## src/rtl/apb_master_queued.sv

```systemverilog
// Queued APB4 master: commands are buffered in a FIFO and issued as SETUP/ACCESS transfers,
// with PSTRB, PSLVERR capture, wait states, a PREADY watchdog and back-to-back issue.
module apb_master_queued #(
  parameter int unsigned ADDR_W  = 32,
  parameter int unsigned DATA_W  = 32,
  parameter int unsigned DEPTH   = 4,
  parameter int unsigned TIMEOUT = 16
) (
  input  logic                pclk_i,
  input  logic                presetn_i,
  input  logic                cmd_valid_i,
  output logic                cmd_ready_o,
  input  logic                cmd_write_i,
  input  logic [ADDR_W-1:0]   cmd_addr_i,
  input  logic [DATA_W-1:0]   cmd_wdata_i,
  input  logic [DATA_W/8-1:0] cmd_strb_i,
  output logic                rsp_valid_o,
  output logic [DATA_W-1:0]   rsp_rdata_o,
  output logic                rsp_err_o,
  output logic                rsp_timeout_o,
  output logic                busy_o,
  output logic                psel_o,
  output logic                penable_o,
  output logic                pwrite_o,
  output logic [ADDR_W-1:0]   paddr_o,
  output logic [DATA_W-1:0]   pwdata_o,
  output logic [DATA_W/8-1:0] pstrb_o,
  input  logic [DATA_W-1:0]   prdata_i,
  input  logic                pready_i,
  input  logic                pslverr_i
);

  localparam int unsigned STRB_W  = DATA_W / 8;
  localparam int unsigned PTR_W   = $clog2(DEPTH);
  localparam int unsigned CNT_W   = $clog2(DEPTH) + 1;
  localparam int unsigned WD_W    = (TIMEOUT > 1) ? $clog2(TIMEOUT) : 1;
  localparam bit          WDOG_EN = (TIMEOUT != 0);
  localparam logic [WD_W-1:0] WD_MAX = WD_W'(TIMEOUT - 1);

  if ((DATA_W % 8) != 0) begin : g_chk_data_w
    $error("DATA_W must be a multiple of 8");
  end
  if ((DEPTH < 2) || ((DEPTH & (DEPTH - 1)) != 0)) begin : g_chk_depth
    $error("DEPTH must be a power of 2 and at least 2");
  end

  typedef struct packed {
    logic              write;
    logic [ADDR_W-1:0] addr;
    logic [DATA_W-1:0] wdata;
    logic [STRB_W-1:0] strb;
  } cmd_t;

  typedef enum logic [1:0] {
    ST_IDLE   = 2'd0,
    ST_SETUP  = 2'd1,
    ST_ACCESS = 2'd2
  } state_t;

  state_t            state_q, state_d;
  cmd_t              mem_q [DEPTH];
  logic [PTR_W-1:0]  wr_ptr_q, wr_ptr_d, rd_ptr_q, rd_ptr_d, rd_ptr_nxt;
  logic [CNT_W-1:0]  cnt_q, cnt_d;
  logic              cmd_ready_q, cmd_ready_d;
  logic              busy_q, busy_d;
  logic [WD_W-1:0]   wdog_q, wdog_d;

  logic              psel_q, psel_d;
  logic              penable_q, penable_d;
  logic              pwrite_q, pwrite_d;
  logic [ADDR_W-1:0] paddr_q, paddr_d;
  logic [DATA_W-1:0] pwdata_q, pwdata_d;
  logic [STRB_W-1:0] pstrb_q, pstrb_d;

  logic              rsp_valid_q, rsp_valid_d;
  logic [DATA_W-1:0] rsp_rdata_q, rsp_rdata_d;
  logic              rsp_err_q, rsp_err_d;
  logic              rsp_timeout_q, rsp_timeout_d;

  cmd_t              cmd_in, head_cmd, next_cmd, load_cmd;
  logic              push, pop, load;

  assign cmd_in     = {cmd_write_i, cmd_addr_i, cmd_wdata_i, cmd_strb_i};
  assign push       = cmd_valid_i && cmd_ready_q;
  assign rd_ptr_nxt = rd_ptr_q + PTR_W'(1);
  assign head_cmd   = mem_q[rd_ptr_q];
  // With one entry left, a command pushed in the completing cycle becomes the next head directly.
  assign next_cmd   = (cnt_q > CNT_W'(1)) ? mem_q[rd_ptr_nxt] : cmd_in;

  // Command storage
  always_ff @(posedge pclk_i) begin
    if (push) begin
      mem_q[wr_ptr_q] <= cmd_in;
    end
  end

  // FIFO pointers and occupancy
  always_comb begin
    wr_ptr_d = wr_ptr_q;
    rd_ptr_d = rd_ptr_q;
    cnt_d    = cnt_q;
    if (push) begin
      wr_ptr_d = wr_ptr_q + PTR_W'(1);
      cnt_d    = cnt_d + CNT_W'(1);
    end
    if (pop) begin
      rd_ptr_d = rd_ptr_nxt;
      cnt_d    = cnt_d - CNT_W'(1);
    end
  end

  // Transfer sequencing, watchdog and response generation
  always_comb begin
    state_d       = state_q;
    psel_d        = psel_q;
    penable_d     = penable_q;
    pwrite_d      = pwrite_q;
    paddr_d       = paddr_q;
    pwdata_d      = pwdata_q;
    pstrb_d       = pstrb_q;
    rsp_valid_d   = 1'b0;
    rsp_rdata_d   = '0;
    rsp_err_d     = 1'b0;
    rsp_timeout_d = 1'b0;
    wdog_d        = wdog_q;
    pop           = 1'b0;
    load          = 1'b0;
    load_cmd      = head_cmd;

    unique case (state_q)
      ST_IDLE: begin
        if (cnt_q != '0) begin
          load    = 1'b1;
          state_d = ST_SETUP;
        end
      end
      ST_SETUP: begin
        penable_d = 1'b1;
        state_d   = ST_ACCESS;
      end
      ST_ACCESS: begin
        if (pready_i) begin
          pop         = 1'b1;
          rsp_err_d   = pslverr_i;
          rsp_rdata_d = pwrite_q ? '0 : prdata_i;
        end else if (WDOG_EN && (wdog_q == WD_MAX)) begin
          pop           = 1'b1;
          rsp_err_d     = 1'b1;
          rsp_timeout_d = 1'b1;
        end else if (WDOG_EN) begin
          wdog_d = wdog_q + WD_W'(1);
        end

        if (pop) begin
          rsp_valid_d = 1'b1;
          if ((cnt_q > CNT_W'(1)) || push) begin
            load     = 1'b1;
            load_cmd = next_cmd;
            state_d  = ST_SETUP;
          end else begin
            psel_d    = 1'b0;
            penable_d = 1'b0;
            state_d   = ST_IDLE;
          end
        end
      end
      default: begin
        psel_d    = 1'b0;
        penable_d = 1'b0;
        state_d   = ST_IDLE;
      end
    endcase

    if (load) begin
      psel_d    = 1'b1;
      penable_d = 1'b0;
      pwrite_d  = load_cmd.write;
      paddr_d   = load_cmd.addr;
      pwdata_d  = load_cmd.wdata;
      pstrb_d   = load_cmd.write ? load_cmd.strb : '0;
      wdog_d    = '0;
    end
  end

  assign cmd_ready_d = (cnt_d != CNT_W'(DEPTH));
  assign busy_d      = (state_d != ST_IDLE) || (cnt_d != '0);

  // State and output registers
  always_ff @(posedge pclk_i or negedge presetn_i) begin
    if (!presetn_i) begin
      state_q       <= ST_IDLE;
      wr_ptr_q      <= '0;
      rd_ptr_q      <= '0;
      cnt_q         <= '0;
      cmd_ready_q   <= 1'b0;
      busy_q        <= 1'b0;
      wdog_q        <= '0;
      psel_q        <= 1'b0;
      penable_q     <= 1'b0;
      pwrite_q      <= 1'b0;
      paddr_q       <= '0;
      pwdata_q      <= '0;
      pstrb_q       <= '0;
      rsp_valid_q   <= 1'b0;
      rsp_rdata_q   <= '0;
      rsp_err_q     <= 1'b0;
      rsp_timeout_q <= 1'b0;
    end else begin
      state_q       <= state_d;
      wr_ptr_q      <= wr_ptr_d;
      rd_ptr_q      <= rd_ptr_d;
      cnt_q         <= cnt_d;
      cmd_ready_q   <= cmd_ready_d;
      busy_q        <= busy_d;
      wdog_q        <= wdog_d;
      psel_q        <= psel_d;
      penable_q     <= penable_d;
      pwrite_q      <= pwrite_d;
      paddr_q       <= paddr_d;
      pwdata_q      <= pwdata_d;
      pstrb_q       <= pstrb_d;
      rsp_valid_q   <= rsp_valid_d;
      rsp_rdata_q   <= rsp_rdata_d;
      rsp_err_q     <= rsp_err_d;
      rsp_timeout_q <= rsp_timeout_d;
    end
  end

  assign cmd_ready_o   = cmd_ready_q;
  assign busy_o        = busy_q;
  assign psel_o        = psel_q;
  assign penable_o     = penable_q;
  assign pwrite_o      = pwrite_q;
  assign paddr_o       = paddr_q;
  assign pwdata_o      = pwdata_q;
  assign pstrb_o       = pstrb_q;
  assign rsp_valid_o   = rsp_valid_q;
  assign rsp_rdata_o   = rsp_rdata_q;
  assign rsp_err_o     = rsp_err_q;
  assign rsp_timeout_o = rsp_timeout_q;

endmodule

```

## config.mk

```make
export PLATFORM = sky130hd
export DESIGN_NAME = apb_master_queued
export DESIGN_NICKNAME = d
export VERILOG_FILES = /design/src/rtl/apb_master_queued.sv
export SDC_FILE = /design/constraint.sdc
export NUM_CORES = 1
export LEC_CHECK = 0
export CORE_ASPECT_RATIO = 1.4
export CORE_MARGIN = 2
export CORE_UTILIZATION = 50
export DETAILED_ROUTE_END_ITERATION = 10
export PLACE_DENSITY = 0.76
export SYNTH_ARGS = -nofsm -noshare
export SYNTH_HDL_FRONTEND = slang
export SYNTH_SLANG_ARGS = --single-unit
```

## constraint.sdc

```tcl
create_clock -name pclk_i -period 7.65 [get_ports pclk_i]
set_clock_uncertainty 0.05 [all_clocks]
set_input_delay 1.53 -clock pclk_i [delete_from_list [all_inputs] [get_ports pclk_i]]
set_output_delay 1.53 -clock pclk_i [all_outputs]
set_load 0.05 [all_outputs]
```

### Word-level counts from Yosys, hierarchy flattened

Memory sizes are Yosys's and may differ from the RTL's.
Cells that the tools add are included.

* register bits: 121
* RAM bits: 276
* output and inout bits: 108
* memories kept: 1

Memories
* mem_q: words 4, width 69, rd ports 2, clocked after memory_dff 0, wr ports 1, RTL line 61 `cmd_t mem_q [DEPTH];`

* add/sub/neg operators: 5
* order comparisons: 1
* equality and inequality tests: 10
* muxes and demuxes: 40
* reductions and logical operators: 12

Operators by type and width (count)
* $mux 69: 4
* $mux 32: 3
* $mux 1: 20
* $mux 4: 5
* $ne 3x3->1 const B: 3
* $reduce_and 3->1: 3
* $mux 3: 2
* $pmux 2 s3: 1
* $reduce_bool 3->1: 2
* $add 2x1->2 const B: 2
* $add 4x1->4 const B: 1
* $eq 4x4->1 const B: 1
* $mux 2: 2
* $ne 2x1->1 const B: 2
* $ne 2x2->1 const B: 2
* $pmux 1 s2: 2
* $reduce_bool 2->1: 2
* $add 3x1->3 const B: 1
* $gt 3x1->1 const B: 1
* $pmux 1 s3: 1
* $sub 3x1->3 const B: 1
* $eq 2x1->1 const B: 1
* $eq 2x2->1 const B: 1
* $logic_not 2->1: 1
* other kinds (3): 4

### Logic depth before layout (Yosys ltp)

Gate-level depths: netlist of run 1.

* depth after elaboration: 8
* mapped depth: 9

### Worst setup path before layout of run 1

Ideal clock, no wire load.

* kind: input to register
* start: in cmd_valid_i
* end: mem mem_q[1][0] (netlist name) (enable)
* arrival: 3.201 ns
* data required time: 7.165 ns
* slack: 3.964 ns
* cell stages on the path: 1
* path buffers: 0
* cell sequence: and3_1

* cells in the longest elaborated chain, start to end: 3

RTL lines
* from (decl): RTL line 11 `input logic cmd_valid_i,`
* $logic_and 1x1->1: RTL line 84 `assign push = cmd_valid_i && cmd_ready_q;`
* $mux 1: RTL line 92 `if (push) begin`
* $mux 1 (not written as such): RTL line 93 `mem_q[wr_ptr_q] <= cmd_in;`
* to (decl): RTL line 61

No other way between the ends.

### Worst setup path in the final report of run 1

* start: in cmd_valid_i
* end: reg pstrb_q[1], in the netlist pstrb_o[1]

* cells in the longest elaborated chain, start to end: 6
* elaborated cells between the ends (all ways): 9
* those cells by class: mux: 7; reduce/logical: 2

RTL lines
* $logic_and 1x1->1 (*): RTL line 84
* $logic_or 1x1->1 (*): RTL line 156 `if ((cnt_q > CNT_W'(1)) || push) begin`
* $mux 69: RTL line 156
* $mux 69: RTL line 154 `if (pop) begin`
* $mux 69: RTL line 130 `unique case (state_q)`
* $mux 4: RTL line 180 `pstrb_d = load_cmd.write ? load_cmd.strb : '0;`
* to (signal assigned): RTL line 221 `pstrb_q <= pstrb_d;`
* to (decl): RTL line 73 `logic [STRB_W-1:0] pstrb_q, pstrb_d;`

Every way passes the cells marked *; elsewhere a longest branch is shown, timed or not.
A chain may end at the register's enable or synchronous reset.

==> results of run 1 <==
-- per-stage QoR --
stage | total power, mW | area, um2 | setup WS (ns)
after global routing | 9.96 | 21700 | 2.93
final | 9.54 | 21700 | 3.04
after global placement | 7.52 | 20400 | 2.72
after CTS | 9.57 | 21700 | 3.16
after floorplan | 6.30 | 17900 | 3.96
after detailed placement | 7.62 | 20400 | 2.58
-- where the power goes --
group | internal [mW] | total (mW) | switching, mW
sequential | 2.87 | 3.34 | 0.465
combinational | 1.69 | 4.26 | 2.57
clock | 1.13 | 1.94 | 0.807
-- cell families (layout without fill, tap and decap cells) --
kind of cell / Yosys count / in the layout
flops: 397 / 397
simple gates: 145 / 145
xor+xnor: 8 / 8
compound gates: 295 / 295
other cells: 0 / 5
fa+ha+maj: 9 / 9
buf+inv: 109 / 306
mux: 139 / 139
-- worst paths after layout --
| check | endpoint | slack [ns] | depth (start not counted) |
|---|---|---|---|
| max reg2reg | pstrb_o[1] | 4.17 | 5 |
| min reg2reg | paddr_o[7] | 0.45 | 1 |
| min | paddr_o[7] | 0.45 | 1 |
| max in group asynchronous | pwdata_o[4] | 5.30 | 2 |
| max | pstrb_o[1] | 3.04 | 6 |
| min in group asynchronous | rsp_rdata_o[18] | 0.99 | 1 |
-- placed cells by master (no fill, tap or decap), types with 10 or more instances in the layout --
master,count
a21oi_1,138
and2_1,33
buf_4,15
clkbuf_16,41
clkdlybuf4s50_1,212
dfrtp_1,118
edfxtp_1,276
mux4_2,138
nand3_1,10
nor4_1,69
o21a_1,69
o2bb2ai_1,65
-- layout make-up --
cell class	count	area, um2
Sequential cell	397	11300
Tap cell	462	578
Clock buffer	51	1080
Antenna cell	5	12.5
Inverter	8	31.3
Timing Repair Buffer	229	2270
Fill cell	2602	13900
Multi-Input combinational cell	596	6200
Clock inverter	18	186
-- metal layers --
metal,up-vias,routed length [um]
li1,4843,-
met1,6039,17400
met2,594,24100
met3,111,3270
met4,2,1490
met5,-,13
-- registers in the layout, indices dropped and copies added, names as in the netlist, 2 cells and up --
register / count
cnt_q: 3
mem_q: 276
paddr_o: 32
pstrb_o: 4
pwdata_o: 32
rd_ptr_q: 2
rsp_rdata_o: 32
state_q: 2
wdog_q: 4
wr_ptr_q: 2
-- critical path: cells and delay by family --
family	cells	cell delay [ns]
AND/OR/NAND/NOR	1	0.61
AO/OA/AOI/OAI	3	1.28
buffers and inverters	2	1.47
==> metrics.txt, run 1 <==
vias after detailed routing=~12k; Yosys warning count=0; first-pass GRT wire length=71.8 mm; initial core utilization=0.504; relative max-transition margin=0.232; post-layout util=0.609; fin crit period=4.61 ns; leading area contributor after synthesis=edfxtp_1; main combinational cell family by area after synthesis=multiplexers; initial antenna violation count=6; worst skew pair latency=0.54 ns; CP required=8.02 ns; routed len/inst=26.2 um; Peak VDD IR=651 uV; Slowest-stage cell, CP=buf_4; post-synth top area share=0.462; max-cap viol count=0; Post-Synth Adder-Cell Area=0.00628; smallest hold slack=0.445 ns; Synth cell types=44; syn avg cell area=16.3 um2; CTS Buf Count=38; CP max FO=just over 70; I/O Buffers=between 200 and 250; Tcrit/Tclk final=0.603; die width=164 um; Routed Antenna Nets=0; RSZ-0062 raised after global routing=false; Reg-to-Reg Start=cmd_ready_o; cells after synthesis=1102; Final GP Congestion=about 0.8; share of layout cells above drive strength 1=0.173; outcome=complete, no violations; Vias per Instance=6.56; largest cells by area after synthesis=edfxtp_1, mux4_2, dfrtp_1; CTS tree=built; GRT Residual Overflow=0; critical path class=input port to flop; H-tree Lvls=2; Compound-Gate Fraction of Synth Area=0.110; Top Ports=roughly 210; Area growth syn-to-layout=21.0%; Post-Synth Simple-Gate Area=0.0479; DRT iter0 DRCs=1146; CP startpoint=cmd_valid_i; Cell Rows=82; CTS resizes=0; fin cells=approximately 1.8k; met3 Track Usage GR=0.0333; Nets=1385; Remaining DRCs=0; nature of the critical path endpoint=flop; Max Fclk=between 200 and 250 MHz; Crit path largest cell delay=0.84 ns; global routing's busiest layer=met2; mapped cell area=0.0179 mm2; die footprint=0.0374 mm2; GRT Total Usage=0.251; Hold Startpoint=paddr_o[7]; Clock transition at path regs=approximately 0.06 ns; CTS sink count=between 300 and 400; DR pass1 iterations=5; CP Cell Sequence=clkdlybuf4s50_1, nand2_4, a311oi_4, buf_4, a21oi_1, o41ai_1; Post-synth EDFFs=276; maximum clock path buffer count=3; Routed WL=46.3 mm; # hold bufs at CTS=0; Clk Tree Root Cell=clkbuf_16; hold crit path type=flop to flop; P_leak=between 7 and 8 nW; Data arrival, critical path=about 5.0 ns; dpl cells=1692; Post-Synth XOR/XNOR Area=0.00391; setup bufs post-CTS=0; Slew @ Worst Pin=1.15 ns; critical path startpoint category=input port; synthesized flop and latch total=~400; vias in the first global route=12.4k; Setup Viol. Count Final=0; grt met2 use=0.422; pwr dens=440 mW/mm2; async set-reset flop share out of synthesis=0.305; Final Hold Vio Count=0; most frequent cells after synthesis=edfxtp_1, a21oi_1, mux4_2; most numerous cell in the Yosys netlist=edfxtp_1; pin count of the biggest net entering global routing=~110; post-DP HPWL=25.1 mm; Core Area=0.0356 mm2; mux share of post-synthesis cell area=0.174; total negative slack=0 ns; GR Util met1=0.329; predominant post-synthesis flop cell=edfxtp_1; final number of max-transition violations=0; syn nets=roughly 1.2k; post-synthesis sequential area ratio=0.631; Die Span Y=228 um
(Power assumes the default switching activity.)
==> run 2: changes to the inputs <==
clock period = 4.3 ns   (was 7.65 ns; I/O delays follow)
==> metrics.txt, run 2 (synthesized netlist as in run 1, its figures left out) <==
CTS tree=built (unchanged); most frequent cells in the layout=edfxtp_1, clkdlybuf4s50_1, a21oi_1, mux4_2, dfrtp_1 (unchanged); fin cells=1779 (was 1766); DRT iter0 DRCs=986 (was 1146); relative max-transition margin=0.286 (was 0.232); first-pass GRT wire length=70.7 mm (was 71.8 mm); R2R Setup Slk=1.49 ns (was 4.17 ns); Slew @ Worst Pin=1.07 ns (was 1.15 ns); Max Fclk=351 MHz; critical path class=flop to output port (was input port to flop); Reg-to-Reg Start=cnt_q[0] (was cmd_ready_o); I/O Buffers=213 (unchanged); register bank with the most flops=mem_q (unchanged); die width=164 um (unchanged); max FFs per register=276 (unchanged); Core Area=0.0356 mm2 (unchanged); Top Ports=214 (unchanged); # hold bufs at CTS=0 (unchanged); r2r worst-path depth=6 (was 5); H-tree Lvls=2 (unchanged); Data arrival, critical path=1.94 ns (was 4.98 ns); most common cell after layout, fill and taps aside=edfxtp_1 (unchanged); Crit path depth=1 (was 6); Comb pwr share=0.454 (was 0.447); Clock transition at path regs=0.06 ns (about the same); pin count of the biggest net entering global routing=102 (was 108); Sw Share=0.401 (was 0.403); Routed Antenna Nets=0 (unchanged); GRT Total Usage=0.249 (was 0.251); CP required=3.39 ns (was 8.02 ns); pwr dens=778 mW/mm2 (was 440 mW/mm2); routed len/inst=26.0 um (was 26.2 um); maximum clock path buffer count=3 (unchanged); Post-DP Area=0.0206 mm2 (was 0.0204 mm2); total negative slack=0 ns (unchanged); initial core utilization=0.504 (unchanged); Buf/Inv on CP=1 (was 2); Nets=1399 (was 1385); CP max FO=8 (was 72); die footprint=0.0374 mm2 (unchanged); Seq pwr share=0.347 (was 0.350); Die Span Y=228 um (unchanged); Top Family by Delay on Critical Path=buffers and inverters (unchanged); setup bufs post-CTS=0 (unchanged); worst skew pair latency=0.53 ns (was 0.54 ns); RSZ-0062 raised after global routing=false (unchanged); Area growth syn-to-layout=21.9% (was 21.0%); post-DP HPWL=27.2 mm (was 25.1 mm); Vias per Instance=6.46 (was 6.56); share of layout cells above drive strength 1=0.186 (was 0.173); DR pass1 iterations=6 (was 5); initial antenna violation count=5 (was 6); Setup Viol. Count Final=0 (unchanged); post-layout instance area=0.0218 mm2 (was 0.0217 mm2); CTS Buf Count=38 (unchanged); CP Cell Sequence=clkdlybuf4s50_1 (was clkdlybuf4s50_1, nand2_4, a311oi_4, buf_4, a21oi_1, o41ai_1); Cell Rows=82 (unchanged); max-cap viol count=0 (unchanged); Fillers=2565 (was 2602); Cell Int Power=10.2 mW (was 5.70 mW); DP Worst Slack=0.988 ns (was 2.58 ns); nature of the critical path endpoint=output port (was flop); Crit path largest cell delay=0.89 ns (was 0.84 ns); Final GP Congestion=0.778 (was 0.788); fin crit period=about 2.8 ns; Slowest-stage cell, CP=clkdlybuf4s50_1 (was buf_4); final number of max-transition violations=0 (unchanged); GRT Residual Overflow=0 (unchanged); Psw=6.83 mW (was 3.84 mW); worst setup margin=1.45 ns (was 3.04 ns); P_leak=7.42 nW (was 7.31 nW); smallest hold slack=0.425 ns (was 0.445 ns); footprint of the multi-input gates=0.00620 mm2 (unchanged); Remaining DRCs=0 (unchanged); vias after detailed routing=11.5k (was 11.6k); Reg area=0.0113 mm2 (unchanged); Clk Tree Root Cell=clkbuf_16 (unchanged); dpl cells=1706 (was 1692); Routed WL=46.2 mm (was 46.3 mm); Final Hold Vio Count=0 (unchanged); hold crit path type=input port to asynchronous set/reset pin (was flop to flop); Tcrit/Tclk final=0.663; CTS resizes=0 (unchanged); CTS sink count=397 (unchanged); outcome=complete, no violations (unchanged); critical path startpoint category=flop (was input port); Peak VDD IR=527 uV (was 651 uV); vias in the first global route=12.4k (about the same); clock power share=0.199 (was 0.203); reg2reg end=pstrb_o[1] (unchanged)
-- run 2: cell count changes in the layout (fill, tap and decap cells not counted), sizes merged --
cell      change
clkbuf        +2
bufinv        -2
buf          +14
clkinvlp      -1
diode         -1
inv           +1
-- run 2: worst max path at each step --
stage           startpoint           to  slack (ns)
3_3_place_gp   cmd_valid_i   pstrb_o[0]        1.09
5_1_grt           cnt_q[0]   pstrb_o[1]        1.36
6_report       cmd_ready_o  cmd_ready_o        1.45
4_1_cts        cmd_ready_o  cmd_ready_o        1.42
3_5_place_dp   cmd_valid_i   pstrb_o[3]        0.99
2_1_floorplan  cmd_valid_i  mem_q[1][0]        1.28
-- run 2: metal layers --
metal | global-route usage | share of wire | up-vias
met1 | 0.307 | 0.36 | 5905
li1 | - | - | 4893
met3 | 0.0382 | 0.080 | 96
met5 | 0 | 0.00035 | -
met4 | 0.103 | 0.034 | 2
met2 | 0.437 | 0.53 | 603
-- run 2: area by class of cell --
class                           count  share of cell area
Sequential cell                   397               0.518
Multi-Input combinational cell    596               0.284
Timing Repair Buffer              243               0.111
Clock buffer                       53              0.0518
Tap cell                          462              0.0265
Clock inverter                     16             0.00618
Inverter                            8             0.00143
Antenna cell                        4            0.000458
-- run 2: power groups by stage --
stage / clock network [mW] / registers, mW / logic (mW)
global placement: 0 / 5.92 / 7.56
global route: 3.58 / 6.01 / 8.16
floorplan: 0 / 6.85 / 4.36
CTS: 3.42 / 5.91 / 7.74
finish: 3.38 / 5.91 / 7.72
detailed placement: 0 / 5.97 / 7.73
-- run 2: stage by stage --
| stage | power, mW | util |
|---|---|---|
| after floorplan | 11.2 | - |
| after global placement | 13.5 | 0.578 |
| after detailed placement | 13.7 | 0.578 |
| after CTS | 17.1 | 0.613 |
| after global routing | 17.8 | 0.614 |
| final | 17.0 | 0.614 |
